--- src/rtl/cache_axi_arbiter_pkg.sv ---
// Shared constants and types for the cache-to-AXI arbiter slice.
// Latency: n/a (definitions only).
// Backpressure: n/a.
// Contents: request type codes, AXI burst/size/len constants, AXI IDs,
// read/write FSM state encodings and the latched read-request record.
package cache_axi_arbiter_pkg;

  localparam logic [2:0] REQ_LINE = 3'b100;  // 4-beat, 16-byte line
  localparam logic [2:0] REQ_WORD = 3'b010;  // single 32-bit word

  localparam logic [1:0] AXI_BURST_INCR = 2'b01;
  localparam logic [2:0] AXI_SIZE_4B    = 3'b010;
  localparam logic [7:0] AXI_LEN_LINE   = 8'd3;
  localparam logic [7:0] AXI_LEN_WORD   = 8'd0;

  localparam logic [3:0] AXI_ID_IC = 4'd0;
  localparam logic [3:0] AXI_ID_DC = 4'd1;

  typedef enum logic [1:0] {
    RD_IDLE = 2'd0,
    RD_AR   = 2'd1,
    RD_DATA = 2'd2
  } rd_state_e;

  typedef enum logic [1:0] {
    WR_IDLE = 2'd0,
    WR_AW   = 2'd1,
    WR_DATA = 2'd2,
    WR_RESP = 2'd3
  } wr_state_e;

  // Read request captured at grant time; owner_dc selects the return port.
  typedef struct packed {
    logic [31:0] addr;
    logic        line;
    logic        owner_dc;
  } rd_req_t;

  function automatic logic [7:0] burst_len(input logic line);
    return line ? AXI_LEN_LINE : AXI_LEN_WORD;
  endfunction

endpackage

--- src/rtl/cache_axi_arbiter_if.sv ---
// AXI4 master bus between the cache arbiter and the SoC crossbar.
// Latency: n/a (wiring only).
// Backpressure: standard AXI valid/ready on every channel.
// Modports: master = arbiter side (drives AR/AW/W, rready, bready);
//           slave  = interconnect side (drives ready/R/B).
interface cache_axi_arbiter_if;

  logic [3:0]  arid;
  logic [31:0] araddr;
  logic [7:0]  arlen;
  logic [2:0]  arsize;
  logic [1:0]  arburst;
  logic [1:0]  arlock;
  logic [3:0]  arcache;
  logic [2:0]  arprot;
  logic        arvalid;
  logic        arready;

  logic [3:0]  rid;
  logic [31:0] rdata;
  logic [1:0]  rresp;
  logic        rlast;
  logic        rvalid;
  logic        rready;

  logic [3:0]  awid;
  logic [31:0] awaddr;
  logic [7:0]  awlen;
  logic [2:0]  awsize;
  logic [1:0]  awburst;
  logic [1:0]  awlock;
  logic [3:0]  awcache;
  logic [2:0]  awprot;
  logic        awvalid;
  logic        awready;

  logic [3:0]  wid;
  logic [31:0] wdata;
  logic [3:0]  wstrb;
  logic        wlast;
  logic        wvalid;
  logic        wready;

  logic [3:0]  bid;
  logic [1:0]  bresp;
  logic        bvalid;
  logic        bready;

  modport master (
    output arid, araddr, arlen, arsize, arburst, arlock, arcache, arprot, arvalid,
    input  arready,
    input  rid, rdata, rresp, rlast, rvalid,
    output rready,
    output awid, awaddr, awlen, awsize, awburst, awlock, awcache, awprot, awvalid,
    input  awready,
    output wid, wdata, wstrb, wlast, wvalid,
    input  wready,
    input  bid, bresp, bvalid,
    output bready
  );

  modport slave (
    input  arid, araddr, arlen, arsize, arburst, arlock, arcache, arprot, arvalid,
    output arready,
    output rid, rdata, rresp, rlast, rvalid,
    input  rready,
    input  awid, awaddr, awlen, awsize, awburst, awlock, awcache, awprot, awvalid,
    output awready,
    input  wid, wdata, wstrb, wlast, wvalid,
    output wready,
    output bid, bresp, bvalid,
    input  bready
  );

endinterface

--- src/rtl/cache_axi_arbiter_axi_wr_channel.sv ---
// Data-cache write-back engine: buffers one line/word and drives AW, W, B.
// Latency: awvalid one cycle after acceptance; one W beat per wready cycle.
// Backpressure: wr_rdy only in WR_IDLE; AW/W hold payload until ready.
// Ports: wr_* request from dcache; busy/buf_line expose the pending address
// for the read-after-write check; aw*/w*/b* connect to the AXI bus.
module axi_wr_channel
  import cache_axi_arbiter_pkg::*;
(
  input  logic         clk,
  input  logic         resetn,
  input  logic         wr_req,
  input  logic [2:0]   wr_type,
  input  logic [31:0]  wr_addr,
  input  logic [3:0]   wr_strb,
  input  logic [127:0] wr_data,
  output logic         wr_rdy,
  output logic         busy,
  output logic [27:0]  buf_line,
  output logic [31:0]  awaddr,
  output logic [7:0]   awlen,
  output logic         awvalid,
  input  logic         awready,
  output logic [31:0]  wdata,
  output logic [3:0]   wstrb,
  output logic         wlast,
  output logic         wvalid,
  input  logic         wready,
  input  logic         bvalid,
  output logic         bready
);

  wr_state_e     state, state_nxt;
  logic [31:0]   addr_q;
  logic          line_q;
  logic [3:0]    strb_q;
  logic [127:0]  data_q;
  logic [1:0]    beat_q;
  logic          accept;

  assign accept = wr_req && (state == WR_IDLE);

  always_ff @(posedge clk or negedge resetn) begin
    if (!resetn) state <= WR_IDLE;
    else         state <= state_nxt;
  end

  always_comb begin
    state_nxt = state;
    case (state)
      WR_IDLE: if (wr_req)          state_nxt = WR_AW;
      WR_AW:   if (awready)         state_nxt = WR_DATA;
      WR_DATA: if (wready && wlast) state_nxt = WR_RESP;
      WR_RESP: if (bvalid)          state_nxt = WR_IDLE;
      default:                      state_nxt = WR_IDLE;
    endcase
  end

  always_ff @(posedge clk or negedge resetn) begin
    if (!resetn) begin
      addr_q <= '0;
      line_q <= 1'b0;
      strb_q <= '0;
      data_q <= '0;
      beat_q <= '0;
    end else if (accept) begin
      addr_q <= wr_addr;
      line_q <= (wr_type == REQ_LINE);
      strb_q <= wr_strb;
      data_q <= wr_data;
      beat_q <= '0;
    end else if (wvalid && wready) begin
      beat_q <= beat_q + 2'd1;
    end
  end

  always_comb begin
    wr_rdy  = (state == WR_IDLE);
    awvalid = (state == WR_AW);
    wvalid  = (state == WR_DATA);
    bready  = (state == WR_RESP);
    awaddr  = addr_q;
    awlen   = burst_len(line_q);
    wdata   = data_q[{beat_q, 5'd0} +: 32];
    // Line bursts write every byte; word writes keep the caller's byte mask.
    wstrb   = line_q ? 4'hF : strb_q;
    wlast   = wvalid && (beat_q == (line_q ? 2'd3 : 2'd0));
  end

  assign busy     = (state != WR_IDLE);
  assign buf_line = addr_q[31:4];

endmodule

--- src/rtl/cache_axi_arbiter.sv ---
// Shares the single AXI4 master between icache refills and dcache refill/write-back.
// Latency: grant combinational; arvalid next cycle; R beats forwarded in the same cycle.
// Backpressure: one outstanding read; dcache wins ties; dcache reads to a line
// still held in the write buffer wait until the write response arrives.
// Ports: clk/resetn; ic_rd_*/ic_ret_* icache; dc_rd_*/dc_ret_*/dc_wr_* dcache; axi = AXI4 master.
module cache_axi_arbiter
  import cache_axi_arbiter_pkg::*;
(
  input  logic         clk,
  input  logic         resetn,
  input  logic         ic_rd_req,
  input  logic [2:0]   ic_rd_type,
  input  logic [31:0]  ic_rd_addr,
  output logic         ic_rd_rdy,
  output logic         ic_ret_valid,
  output logic         ic_ret_last,
  output logic [31:0]  ic_ret_data,
  input  logic         dc_rd_req,
  input  logic [2:0]   dc_rd_type,
  input  logic [31:0]  dc_rd_addr,
  output logic         dc_rd_rdy,
  output logic         dc_ret_valid,
  output logic         dc_ret_last,
  output logic [31:0]  dc_ret_data,
  input  logic         dc_wr_req,
  input  logic [2:0]   dc_wr_type,
  input  logic [31:0]  dc_wr_addr,
  input  logic [3:0]   dc_wr_strb,
  input  logic [127:0] dc_wr_data,
  output logic         dc_wr_rdy,
  cache_axi_arbiter_if.master axi
);

  rd_state_e   rd_state, rd_state_nxt;
  rd_req_t     rd_q;
  logic        wr_busy;
  logic [27:0] wr_buf_line;
  logic        dc_eligible, grant_dc, grant_ic, rd_data_phase, r_beat;
  logic        unused_resp;

  // A dcache read of the line still in the write buffer would see stale memory.
  assign dc_eligible = dc_rd_req && !(wr_busy && (dc_rd_addr[31:4] == wr_buf_line));
  // Grants are masked by resetn so nothing is accepted while reset is held.
  assign grant_dc    = resetn && (rd_state == RD_IDLE) && dc_eligible;
  assign grant_ic    = resetn && (rd_state == RD_IDLE) && ic_rd_req && !dc_eligible;
  assign dc_rd_rdy   = grant_dc;
  assign ic_rd_rdy   = grant_ic;

  always_ff @(posedge clk or negedge resetn) begin
    if (!resetn) rd_state <= RD_IDLE;
    else         rd_state <= rd_state_nxt;
  end

  always_comb begin
    rd_state_nxt = rd_state;
    case (rd_state)
      RD_IDLE: if (grant_dc || grant_ic)         rd_state_nxt = RD_AR;
      RD_AR:   if (axi.arready)                  rd_state_nxt = RD_DATA;
      RD_DATA: if (axi.rvalid && axi.rlast)      rd_state_nxt = RD_IDLE;
      default:                                   rd_state_nxt = RD_IDLE;
    endcase
  end

  always_ff @(posedge clk or negedge resetn) begin
    if (!resetn) begin
      rd_q <= '0;
    end else if (grant_dc) begin
      rd_q <= '{addr: dc_rd_addr, line: (dc_rd_type == REQ_LINE), owner_dc: 1'b1};
    end else if (grant_ic) begin
      rd_q <= '{addr: ic_rd_addr, line: (ic_rd_type == REQ_LINE), owner_dc: 1'b0};
    end
  end

  assign rd_data_phase = (rd_state == RD_DATA);
  assign r_beat        = rd_data_phase && axi.rvalid;

  always_comb begin
    axi.arvalid = (rd_state == RD_AR);
    axi.araddr  = rd_q.addr;
    axi.arid    = rd_q.owner_dc ? AXI_ID_DC : AXI_ID_IC;
    axi.arlen   = burst_len(rd_q.line);
    axi.arsize  = AXI_SIZE_4B;
    axi.arburst = AXI_BURST_INCR;
    axi.rready  = rd_data_phase;
  end

  // Refill beats pass straight through to whichever cache owns the read.
  assign ic_ret_valid = r_beat && !rd_q.owner_dc;
  assign dc_ret_valid = r_beat &&  rd_q.owner_dc;
  assign ic_ret_last  = ic_ret_valid && axi.rlast;
  assign dc_ret_last  = dc_ret_valid && axi.rlast;
  assign ic_ret_data  = ic_ret_valid ? axi.rdata : '0;
  assign dc_ret_data  = dc_ret_valid ? axi.rdata : '0;

  // Error responses and returned IDs carry no information for this master.
  assign unused_resp = ^{axi.rid, axi.rresp, axi.bid, axi.bresp};

  axi_wr_channel u_wr (
    .clk      (clk),
    .resetn   (resetn),
    .wr_req   (dc_wr_req),
    .wr_type  (dc_wr_type),
    .wr_addr  (dc_wr_addr),
    .wr_strb  (dc_wr_strb),
    .wr_data  (dc_wr_data),
    .wr_rdy   (dc_wr_rdy),
    .busy     (wr_busy),
    .buf_line (wr_buf_line),
    .awaddr   (axi.awaddr),
    .awlen    (axi.awlen),
    .awvalid  (axi.awvalid),
    .awready  (axi.awready),
    .wdata    (axi.wdata),
    .wstrb    (axi.wstrb),
    .wlast    (axi.wlast),
    .wvalid   (axi.wvalid),
    .wready   (axi.wready),
    .bvalid   (axi.bvalid),
    .bready   (axi.bready)
  );

  assign axi.awid    = AXI_ID_DC;
  assign axi.wid     = AXI_ID_DC;
  assign axi.awsize  = AXI_SIZE_4B;
  assign axi.awburst = AXI_BURST_INCR;
  assign axi.arlock  = '0;
  assign axi.arcache = '0;
  assign axi.arprot  = '0;
  assign axi.awlock  = '0;
  assign axi.awcache = '0;
  assign axi.awprot  = '0;

endmodule

--- src/flat_wrapper.sv ---
// flat-port wrapper written by rule: the top's interface ports become plain ports
module cache_axi_arbiter_flat import cache_axi_arbiter_pkg::*;
  (clk, resetn, ic_rd_req, ic_rd_type, ic_rd_addr, ic_rd_rdy, ic_ret_valid, ic_ret_last, ic_ret_data, dc_rd_req, dc_rd_type, dc_rd_addr, dc_rd_rdy, dc_ret_valid, dc_ret_last, dc_ret_data, dc_wr_req, dc_wr_type, dc_wr_addr, dc_wr_strb, dc_wr_data, dc_wr_rdy, axi_arid, axi_araddr, axi_arlen, axi_arsize, axi_arburst, axi_arlock, axi_arcache, axi_arprot, axi_arvalid, axi_arready, axi_rid, axi_rdata, axi_rresp, axi_rlast, axi_rvalid, axi_rready, axi_awid, axi_awaddr, axi_awlen, axi_awsize, axi_awburst, axi_awlock, axi_awcache, axi_awprot, axi_awvalid, axi_awready, axi_wid, axi_wdata, axi_wstrb, axi_wlast, axi_wvalid, axi_wready, axi_bid, axi_bresp, axi_bvalid, axi_bready);
  cache_axi_arbiter_if axi_i ();
  input  logic clk;
  input  logic resetn;
  input  logic ic_rd_req;
  input  logic [2:0] ic_rd_type;
  input  logic [31:0] ic_rd_addr;
  output logic ic_rd_rdy;
  output logic ic_ret_valid;
  output logic ic_ret_last;
  output logic [31:0] ic_ret_data;
  input  logic dc_rd_req;
  input  logic [2:0] dc_rd_type;
  input  logic [31:0] dc_rd_addr;
  output logic dc_rd_rdy;
  output logic dc_ret_valid;
  output logic dc_ret_last;
  output logic [31:0] dc_ret_data;
  input  logic dc_wr_req;
  input  logic [2:0] dc_wr_type;
  input  logic [31:0] dc_wr_addr;
  input  logic [3:0] dc_wr_strb;
  input  logic [127:0] dc_wr_data;
  output logic dc_wr_rdy;
  output wire logic [$bits(axi_i.arid)-1:0] axi_arid;
  output wire logic [$bits(axi_i.araddr)-1:0] axi_araddr;
  output wire logic [$bits(axi_i.arlen)-1:0] axi_arlen;
  output wire logic [$bits(axi_i.arsize)-1:0] axi_arsize;
  output wire logic [$bits(axi_i.arburst)-1:0] axi_arburst;
  output wire logic [$bits(axi_i.arlock)-1:0] axi_arlock;
  output wire logic [$bits(axi_i.arcache)-1:0] axi_arcache;
  output wire logic [$bits(axi_i.arprot)-1:0] axi_arprot;
  output wire logic [$bits(axi_i.arvalid)-1:0] axi_arvalid;
  input wire logic [$bits(axi_i.arready)-1:0] axi_arready;
  input wire logic [$bits(axi_i.rid)-1:0] axi_rid;
  input wire logic [$bits(axi_i.rdata)-1:0] axi_rdata;
  input wire logic [$bits(axi_i.rresp)-1:0] axi_rresp;
  input wire logic [$bits(axi_i.rlast)-1:0] axi_rlast;
  input wire logic [$bits(axi_i.rvalid)-1:0] axi_rvalid;
  output wire logic [$bits(axi_i.rready)-1:0] axi_rready;
  output wire logic [$bits(axi_i.awid)-1:0] axi_awid;
  output wire logic [$bits(axi_i.awaddr)-1:0] axi_awaddr;
  output wire logic [$bits(axi_i.awlen)-1:0] axi_awlen;
  output wire logic [$bits(axi_i.awsize)-1:0] axi_awsize;
  output wire logic [$bits(axi_i.awburst)-1:0] axi_awburst;
  output wire logic [$bits(axi_i.awlock)-1:0] axi_awlock;
  output wire logic [$bits(axi_i.awcache)-1:0] axi_awcache;
  output wire logic [$bits(axi_i.awprot)-1:0] axi_awprot;
  output wire logic [$bits(axi_i.awvalid)-1:0] axi_awvalid;
  input wire logic [$bits(axi_i.awready)-1:0] axi_awready;
  output wire logic [$bits(axi_i.wid)-1:0] axi_wid;
  output wire logic [$bits(axi_i.wdata)-1:0] axi_wdata;
  output wire logic [$bits(axi_i.wstrb)-1:0] axi_wstrb;
  output wire logic [$bits(axi_i.wlast)-1:0] axi_wlast;
  output wire logic [$bits(axi_i.wvalid)-1:0] axi_wvalid;
  input wire logic [$bits(axi_i.wready)-1:0] axi_wready;
  input wire logic [$bits(axi_i.bid)-1:0] axi_bid;
  input wire logic [$bits(axi_i.bresp)-1:0] axi_bresp;
  input wire logic [$bits(axi_i.bvalid)-1:0] axi_bvalid;
  output wire logic [$bits(axi_i.bready)-1:0] axi_bready;
  assign axi_arid = axi_i.arid;
  assign axi_araddr = axi_i.araddr;
  assign axi_arlen = axi_i.arlen;
  assign axi_arsize = axi_i.arsize;
  assign axi_arburst = axi_i.arburst;
  assign axi_arlock = axi_i.arlock;
  assign axi_arcache = axi_i.arcache;
  assign axi_arprot = axi_i.arprot;
  assign axi_arvalid = axi_i.arvalid;
  assign axi_i.arready = axi_arready;
  assign axi_i.rid = axi_rid;
  assign axi_i.rdata = axi_rdata;
  assign axi_i.rresp = axi_rresp;
  assign axi_i.rlast = axi_rlast;
  assign axi_i.rvalid = axi_rvalid;
  assign axi_rready = axi_i.rready;
  assign axi_awid = axi_i.awid;
  assign axi_awaddr = axi_i.awaddr;
  assign axi_awlen = axi_i.awlen;
  assign axi_awsize = axi_i.awsize;
  assign axi_awburst = axi_i.awburst;
  assign axi_awlock = axi_i.awlock;
  assign axi_awcache = axi_i.awcache;
  assign axi_awprot = axi_i.awprot;
  assign axi_awvalid = axi_i.awvalid;
  assign axi_i.awready = axi_awready;
  assign axi_wid = axi_i.wid;
  assign axi_wdata = axi_i.wdata;
  assign axi_wstrb = axi_i.wstrb;
  assign axi_wlast = axi_i.wlast;
  assign axi_wvalid = axi_i.wvalid;
  assign axi_i.wready = axi_wready;
  assign axi_i.bid = axi_bid;
  assign axi_i.bresp = axi_bresp;
  assign axi_i.bvalid = axi_bvalid;
  assign axi_bready = axi_i.bready;
  cache_axi_arbiter u_core (.clk(clk), .resetn(resetn), .ic_rd_req(ic_rd_req), .ic_rd_type(ic_rd_type), .ic_rd_addr(ic_rd_addr), .ic_rd_rdy(ic_rd_rdy), .ic_ret_valid(ic_ret_valid), .ic_ret_last(ic_ret_last), .ic_ret_data(ic_ret_data), .dc_rd_req(dc_rd_req), .dc_rd_type(dc_rd_type), .dc_rd_addr(dc_rd_addr), .dc_rd_rdy(dc_rd_rdy), .dc_ret_valid(dc_ret_valid), .dc_ret_last(dc_ret_last), .dc_ret_data(dc_ret_data), .dc_wr_req(dc_wr_req), .dc_wr_type(dc_wr_type), .dc_wr_addr(dc_wr_addr), .dc_wr_strb(dc_wr_strb), .dc_wr_data(dc_wr_data), .dc_wr_rdy(dc_wr_rdy), .axi(axi_i));
endmodule
--- config.mk ---
export PLATFORM = sky130hd
export DESIGN_NAME = cache_axi_arbiter_flat
export DESIGN_NICKNAME = d
export VERILOG_FILES = /design/src/rtl/cache_axi_arbiter_pkg.sv /design/src/rtl/cache_axi_arbiter_if.sv /design/src/rtl/cache_axi_arbiter_axi_wr_channel.sv /design/src/rtl/cache_axi_arbiter.sv /design/src/flat_wrapper.sv
export SDC_FILE = /design/constraint.sdc
export NUM_CORES = 1
export LEC_CHECK = 0
export BUFFER_PORTS_ARGS = -buffer_cell sky130_fd_sc_hd__buf_4
export CAP_MARGIN = 15
export CORE_AREA = 4 4 203 205
export DETAILED_ROUTE_END_ITERATION = 8
export DIE_AREA = 0 0 207 209
export PLACE_DENSITY_LB_ADDON = 0.15
export SLEW_MARGIN = 15
export SYNTH_ARGS = -nofsm -noshare
export SYNTH_HDL_FRONTEND = slang
export SYNTH_SLANG_ARGS = --single-unit
--- constraint.sdc ---
create_clock -name clk -period 1.9 [get_ports clk]
set_input_delay 0.285 -clock clk [delete_from_list [all_inputs] [get_ports clk]]
set_output_delay 0.285 -clock clk [all_outputs]
set_load 0.02 [all_outputs]
==> results of run 1 <==
[kinds of logic (layout without fill, tap and decap cells)]
| group | after synthesis | count (layout) | synth area share |
|---|---|---|---|
| other | 2 | 56 | 0.000736 |
| adder cells (fa/ha/maj) | 4 | 4 | 0.00491 |
| AND/OR/NAND/NOR | 171 | 171 | 0.108 |
| XOR/XNOR | 30 | 30 | 0.0258 |
| buffers and inverters | 114 | 780 | 0.0645 |
| multiplexers | 196 | 196 | 0.252 |
| flip-flops | 205 | 205 | 0.503 |
| AO/OA/AOI/OAI | 46 | 46 | 0.0418 |
[metrics by stage]
stage	cells	hold slack [ns]	setup WS, ns	setup TNS, ns
2_1_floorplan	817	-0.0106	-0.103	-11.63
3_3_place_gp	1759	0.0902	-0.373	-11.01
3_5_place_dp	1759	0.0918	-0.463	-14.44
4_1_cts	2007	0.00110	-0.868	-45.51
5_1_grt	2013	0.00345	-0.863	-51.93
6_report	2013	0.0276	-0.753	-41.70
[power breakdown]
part | internal [mW] | leakage, nW | switching (mW)
combinational | 7.66 | 5.59 | 6.40
clock | 3.27 | 0.456 | 1.99
sequential | 6.63 | 2.37 | 1.29
total | 17.6 | 8.42 | 9.67
[flip-flops by register name (all words and copies together), names as in the netlist]
| name | flops |
|---|---|
| u_core.rd_q | 2 |
| u_core.rd_state | 2 |
| u_core.u_wr.line_q | 1 |
| u_core.u_wr.state | 2 |
| u_core.u_wr.data_q | 128 |
| u_core.axi.araddr | 32 |
| u_core.u_wr.beat_q | 2 |
| u_core.u_wr.awaddr | 32 |
| u_core.u_wr.strb_q | 4 |
[worst max path at each step]
stage                              to  slack [ns]  cells past startpoint
6_report                    ic_rd_rdy       -0.75                      8
5_1_grt                     ic_rd_rdy       -0.86                      8
4_1_cts                     ic_rd_rdy       -0.87                      8
3_5_place_dp                ic_rd_rdy       -0.46                      9
3_3_place_gp                ic_rd_rdy       -0.37                      9
2_1_floorplan  u_core.u_wr.awaddr[11]       -0.10                      6
[repair_timing]
item / in CTS / in global routing
pin swaps: 35 / 48
hold buffers: 167 / 0
endpoints found under the hold margin: 243 / 0
buffers inserted: 20 / 5
gates cloned: 11 / 4
endpoints found under the setup margin: 138 / 139
resized for setup: 190 / 36
[cell type report]
cell class                 count  area, µm²  share of cell area
multi-input combinational    498       4860               0.265
inverter                       6       22.5             0.00123
sequential                   205       5140               0.281
tap                          525        657              0.0358
clock inverter                 7       91.3             0.00498
clock buffer                  43        836              0.0456
timing repair buffer         724       6720               0.366
antenna                        5       12.5            0.000682
[layout by cell type, fill, tap and decap left out, types with 4 or more instances in the layout]
cell and instances:
and2_4 67, nor4_1 4, inv_1 6, buf_16 5
diode_2 5, dfrtp_1 196, clkbuf_1 6, clkbuf_16 31
buf_12 16, mux4_2 32, clkbuf_8 10, buf_4 411
or2_2 4, buf_8 10, o211a_1 32, dfrtp_2 8
mux2_2 164, conb_1 51, nor2_1 5, buf_6 111
or3_1 32, nand2_1 8, nand4b_1 32, xor2_1 28
dlygate4sd3_1 167
[worst max-delay path, delay by kind of cell, from the launching register on]
kind                      cells  cell delay, ns
AOI/OAI and AO/OA             1            0.21
and+or+nand+nor               3            0.62
DFF                           1            0.41
xor gates and xnor gates      1            0.17
buffers and inverters         3            0.43
[per-layer routing]
metal  vias up  GRT usage  share of wire
li1       4060          -              -
met1      4401      0.211           0.35
met2       346      0.356           0.54
met3        66     0.0485          0.069
met4         4     0.0559          0.036
met5         -          0        0.00065
==> impl_metrics.toml, run 1 <==
[global_route]
grt_max_degree = 142
grt_pass1_wl_mm = 63.4
grtUsageTotal = 0.190
overflow = 0
grt_pass1_vias = 9683
antenna_found_initial = 7

[die]
io_pins = 525
die_h_um = 209
rows = 73
core_area_um2 = 39500
die_w_um = 207
die_area_um2 = 43300
initial_core_util = 0.259

[detailed_routing]
drtIter0Drc = 309
antenna_left = 0
avgRoutedWirePerCell_um = 21.5
vias_per_cell = 4.41
drtPass1Iterations = 4
postRouteWirelength_mm = 43.3
drc = 0
vias = 8877

[run]
cap_violations = 0

[worst_hold_path]
hold_depth = 2
hold_end = "u_core.u_wr.awaddr[29]"
min_from = "dc_wr_addr[29]"
hold_path.class = "input port to register"

[yosys]
ys_top_cells_by_area = "dfrtp_1, mux2_2, mux4_2, and2_1, buf_4"
synth_commonest_cells = "dfrtp_1, mux2_2, and2_1"
synth_ff_type = "dfrtp_1"
yosysWarnings = 0
ys_types = 34
synth-edff-count = 0
yosysTopAreaCellShare = 0.503
synthesis.instances = 768
syn_area_um2 = 10200
synth-seq-cells = 205
yosysTopAreaCell = "dfrtp_1"
synth_most_common_cell = "dfrtp_1"
yosysSeqAreaShare = 0.503
async_reset_ff_frac = 1.00
avgSynthCellArea_um2 = 13.3

[clock_network]
cts_sinks = 205
clk_pin_slew_worst_paths_ns = 0.06
cts_buffers = 27
cts_root_buf = "clkbuf_16"
cts_tree = "built"
clockBufferDepth = 3
clk_latency_ns = 0.53
htreeDepth = 1

[sta]
slew_headroom = 0.419
finalHoldViolCount = 0
clock_skew_ns = 0.00679
slew_viol_final = 0
fmax_mhz = 377
period_minus_slack_ns = 2.65
rsz0062_at_grt = "true"
min_period_over_period = 1.40
worst_slew_pin_slew_ns = 0.872
setup-violations-final = 138
worst_slack_ns = -0.753

[setup_path]
ff2ff_path_depth = 10
arrival_ns = 2.37
r2r_setup_slack_ns = -0.43
cp_cell_sequence = "xor2_2, nor4_4, buf_4, nand4_1, o21ai_4, buf_6, nor2b_4, buf_6"
cp_common_cell = "buf_6"
startpoint_type = "register"
critPathKind = "register to primary output"
slowest_stage = "dfrtp_1"
cp_max_fo = 4
cpPeakStageDelay_ns = 0.41
regToRegStartpoint = "u_core.u_wr.awaddr[17]"
crit_required_ns = 1.62
crit_start = "u_core.u_wr.awaddr[17]"
cp-end-kind = "primary output"
r2r-end = "u_core.rd_q[1]"

[status]
status = "complete, but fails checks"
violations = "negative setup slack"

[layout]
area_delta_synth_final_pct = 79.7
n_fill_cell = 3645
fin_nets = 1758
finish.utilization = 0.465
drive_gt1_frac = 0.602
final_cell_area_um2 = 18300

[placed_design]
portBuffers = 461
placed_area_um2 = 14500
gp_congestion = 0.876
place_hpwl_mm = 31.4

[power]
power_density_nw_per_um2 = 1490
leakage_nw = 8.42
vdd_drop_max_uv = 845
power_mw = 27.2
No activity file was read; power rests on OpenSTA's default activity.
==> run 2, diff against run 1 <==
Settings changed: MAX_ROUTING_LAYER set to met4.
==> run 2 against run 1 <==
Effect of this change:
- the run still ends with negative setup slack left
- utilization about the same
- sequential share of layout area is essentially flat
- highest routed layer is now met4
- clock-buffer cell count stayed put
- first-iteration DRC count is 1.6% higher
- register-to-register slack is essentially flat
- non-clock buffer count is the same
==> impl_metrics.toml, run 2 (synthesis gave the netlist of run 1 again) <==
[setup_path]
startpoint_type = "register"
cp_max_fo = 4
crit_required_ns = 1.62
cp-end-kind = "primary output"
r2r_setup_slack_ns = -0.42
r2r-end = "u_core.rd_q[1]"
arrival_ns = 2.36
critPathKind = "register to primary output"
ff2ff_path_depth = 10
regToRegStartpoint = "u_core.u_wr.awaddr[17]"

[layout]
final_cell_mix = "buf_4, dfrtp_1, dlygate4sd3_1, mux2_2, buf_6"
top_register = "u_core.u_wr.data_q"
final_cell_area_um2 = 18300
area_delta_synth_final_pct = 79.8
fin_nets = 1758
final_common_cell = "buf_4"
drive_gt1_frac = 0.602
largest_reg_flops = 128
finish.utilization = 0.465
n_fill_cell = 3644
instances_no_fill = 2015

[global_route]
antenna_found_initial = 7
gr-max-usage-layer = "met2"
overflow = 0
grtUsageMet3 = 0.0467
grt_max_degree = 142
grtUsageTotal = 0.195
grt_pass1_wl_mm = 63.3
grt_pass1_vias = 9696
grtUsageMet2 = 0.356
grt_util_met1 = 0.211

[die]
io_pins = 525
initial_core_util = 0.259
rows = 73
core_area_um2 = 39500
die_area_um2 = 43300
die_w_um = 207
die_h_um = 209

[placed_design]
dp.cells = 1759
place_hpwl_mm = 31.4
portBuffers = 461
placed_area_um2 = 14500
gp_congestion = 0.891
dp_slack_ns = -0.463

[sta]
clock_skew_ns = 0.00773
finalHoldViolCount = 0
worst_slack_ns = -0.749
period_minus_slack_ns = 2.65
setup-violations-final = 138
fmax_mhz = 377
slew_viol_final = 0
rsz0062_at_grt = "true"
slew_headroom = 0.415
setup_tns_ns = -41.46
min_period_over_period = 1.39
worst_slew_pin_slew_ns = 0.877

[worst_hold_path]
hold_path.class = "input port to register"
hold_depth = 2
min_from = "dc_wr_addr[29]"
hold_end = "u_core.u_wr.awaddr[29]"

[clock_network]
cts_buffers = 27
clockBufferDepth = 3
cts_root_buf = "clkbuf_16"
cts_sinks = 205
cts_tree = "built"
htreeDepth = 1
clk_latency_ns = 0.53
clk_pin_slew_worst_paths_ns = 0.06

[detailed_routing]
vias = 8893
drtPass1Iterations = 5
drc = 0
postRouteWirelength_mm = 43.3
antenna_left = 0
drtIter0Drc = 314
avgRoutedWirePerCell_um = 21.5
vias_per_cell = 4.41

[power]
power_density_nw_per_um2 = 1480
leakage_nw = 8.42
vdd_drop_max_uv = 843

[status]
status = "complete, but fails checks"
violations = "negative setup slack"

[run]
cap_violations = 0
-- run 2: layout make-up --
| class | instances | area [µm²] | area share |
|---|---|---|---|
| Timing Repair Buffer | 724 | 6720 | 0.366 |
| Sequential cell | 205 | 5140 | 0.280 |
| Clock buffer | 43 | 836 | 0.0456 |
| Tap cell | 525 | 657 | 0.0358 |
| Inverter | 6 | 22.5 | 0.00123 |
| Antenna cell | 7 | 17.5 | 0.000955 |
| Clock inverter | 7 | 91.3 | 0.00498 |
| Multi-Input combinational cell | 498 | 4860 | 0.265 |
-- run 2: timing repair --
action / 4_1_cts / 5_1_grt
endpoints found under the setup margin: 138 / 139
resized for setup: 190 / 36
hold buffers: 167 / 0
endpoints found under the hold margin: 243 / 0
setup buffers: 20 / 5
gates cloned: 11 / 4
pin swaps: 35 / 48
-- run 2: critical path: stages, from the launching register on --
cell and delay (ns):
dfrtp_1 0.41, xor2_2 0.17, nor4_4 0.32, buf_4 0.17, nand4_1 0.16, o21ai_4 0.21
buf_6 0.13, nor2b_4 0.14, buf_6 0.13
-- run 2: metal layers --
layer,share of wire,vias up
li1,-,4067
met1,0.36,4418
met2,0.54,341
met3,0.063,67
met4,0.035,0
met5,0,-
-- run 2: how the worst max path moves through the flow --
stage                           startpoint                endpoint  slack [ns]
finish              u_core.u_wr.awaddr[17]               ic_rd_rdy       -0.75
global route        u_core.u_wr.awaddr[17]               ic_rd_rdy       -0.86
CTS                  u_core.u_wr.awaddr[6]               ic_rd_rdy       -0.87
detailed placement          dc_rd_addr[17]               ic_rd_rdy       -0.46
global placement            dc_rd_addr[17]               ic_rd_rdy       -0.37
floorplan             u_core.u_wr.state[0]  u_core.u_wr.awaddr[11]       -0.10
-- run 2: stage by stage --
| step | hold WS [ns] | power (mW) |
|---|---|---|
| final | 0.0287 | 27.2 |
| after global routing | 0.00347 | 28.8 |
| after CTS | 0.00110 | 27.7 |
| after detailed placement | 0.0918 | 20.5 |
| after global placement | 0.0902 | 20.4 |
| after floorplan | -0.0106 | 14.9 |
-- run 2: power by group --
group          internal [mW]  leakage (nW)  total, mW  switching, mW
registers               6.63          2.37       7.92           1.29
logic                   7.66          5.59       14.1           6.40
clock network           3.27         0.456       5.24           1.97
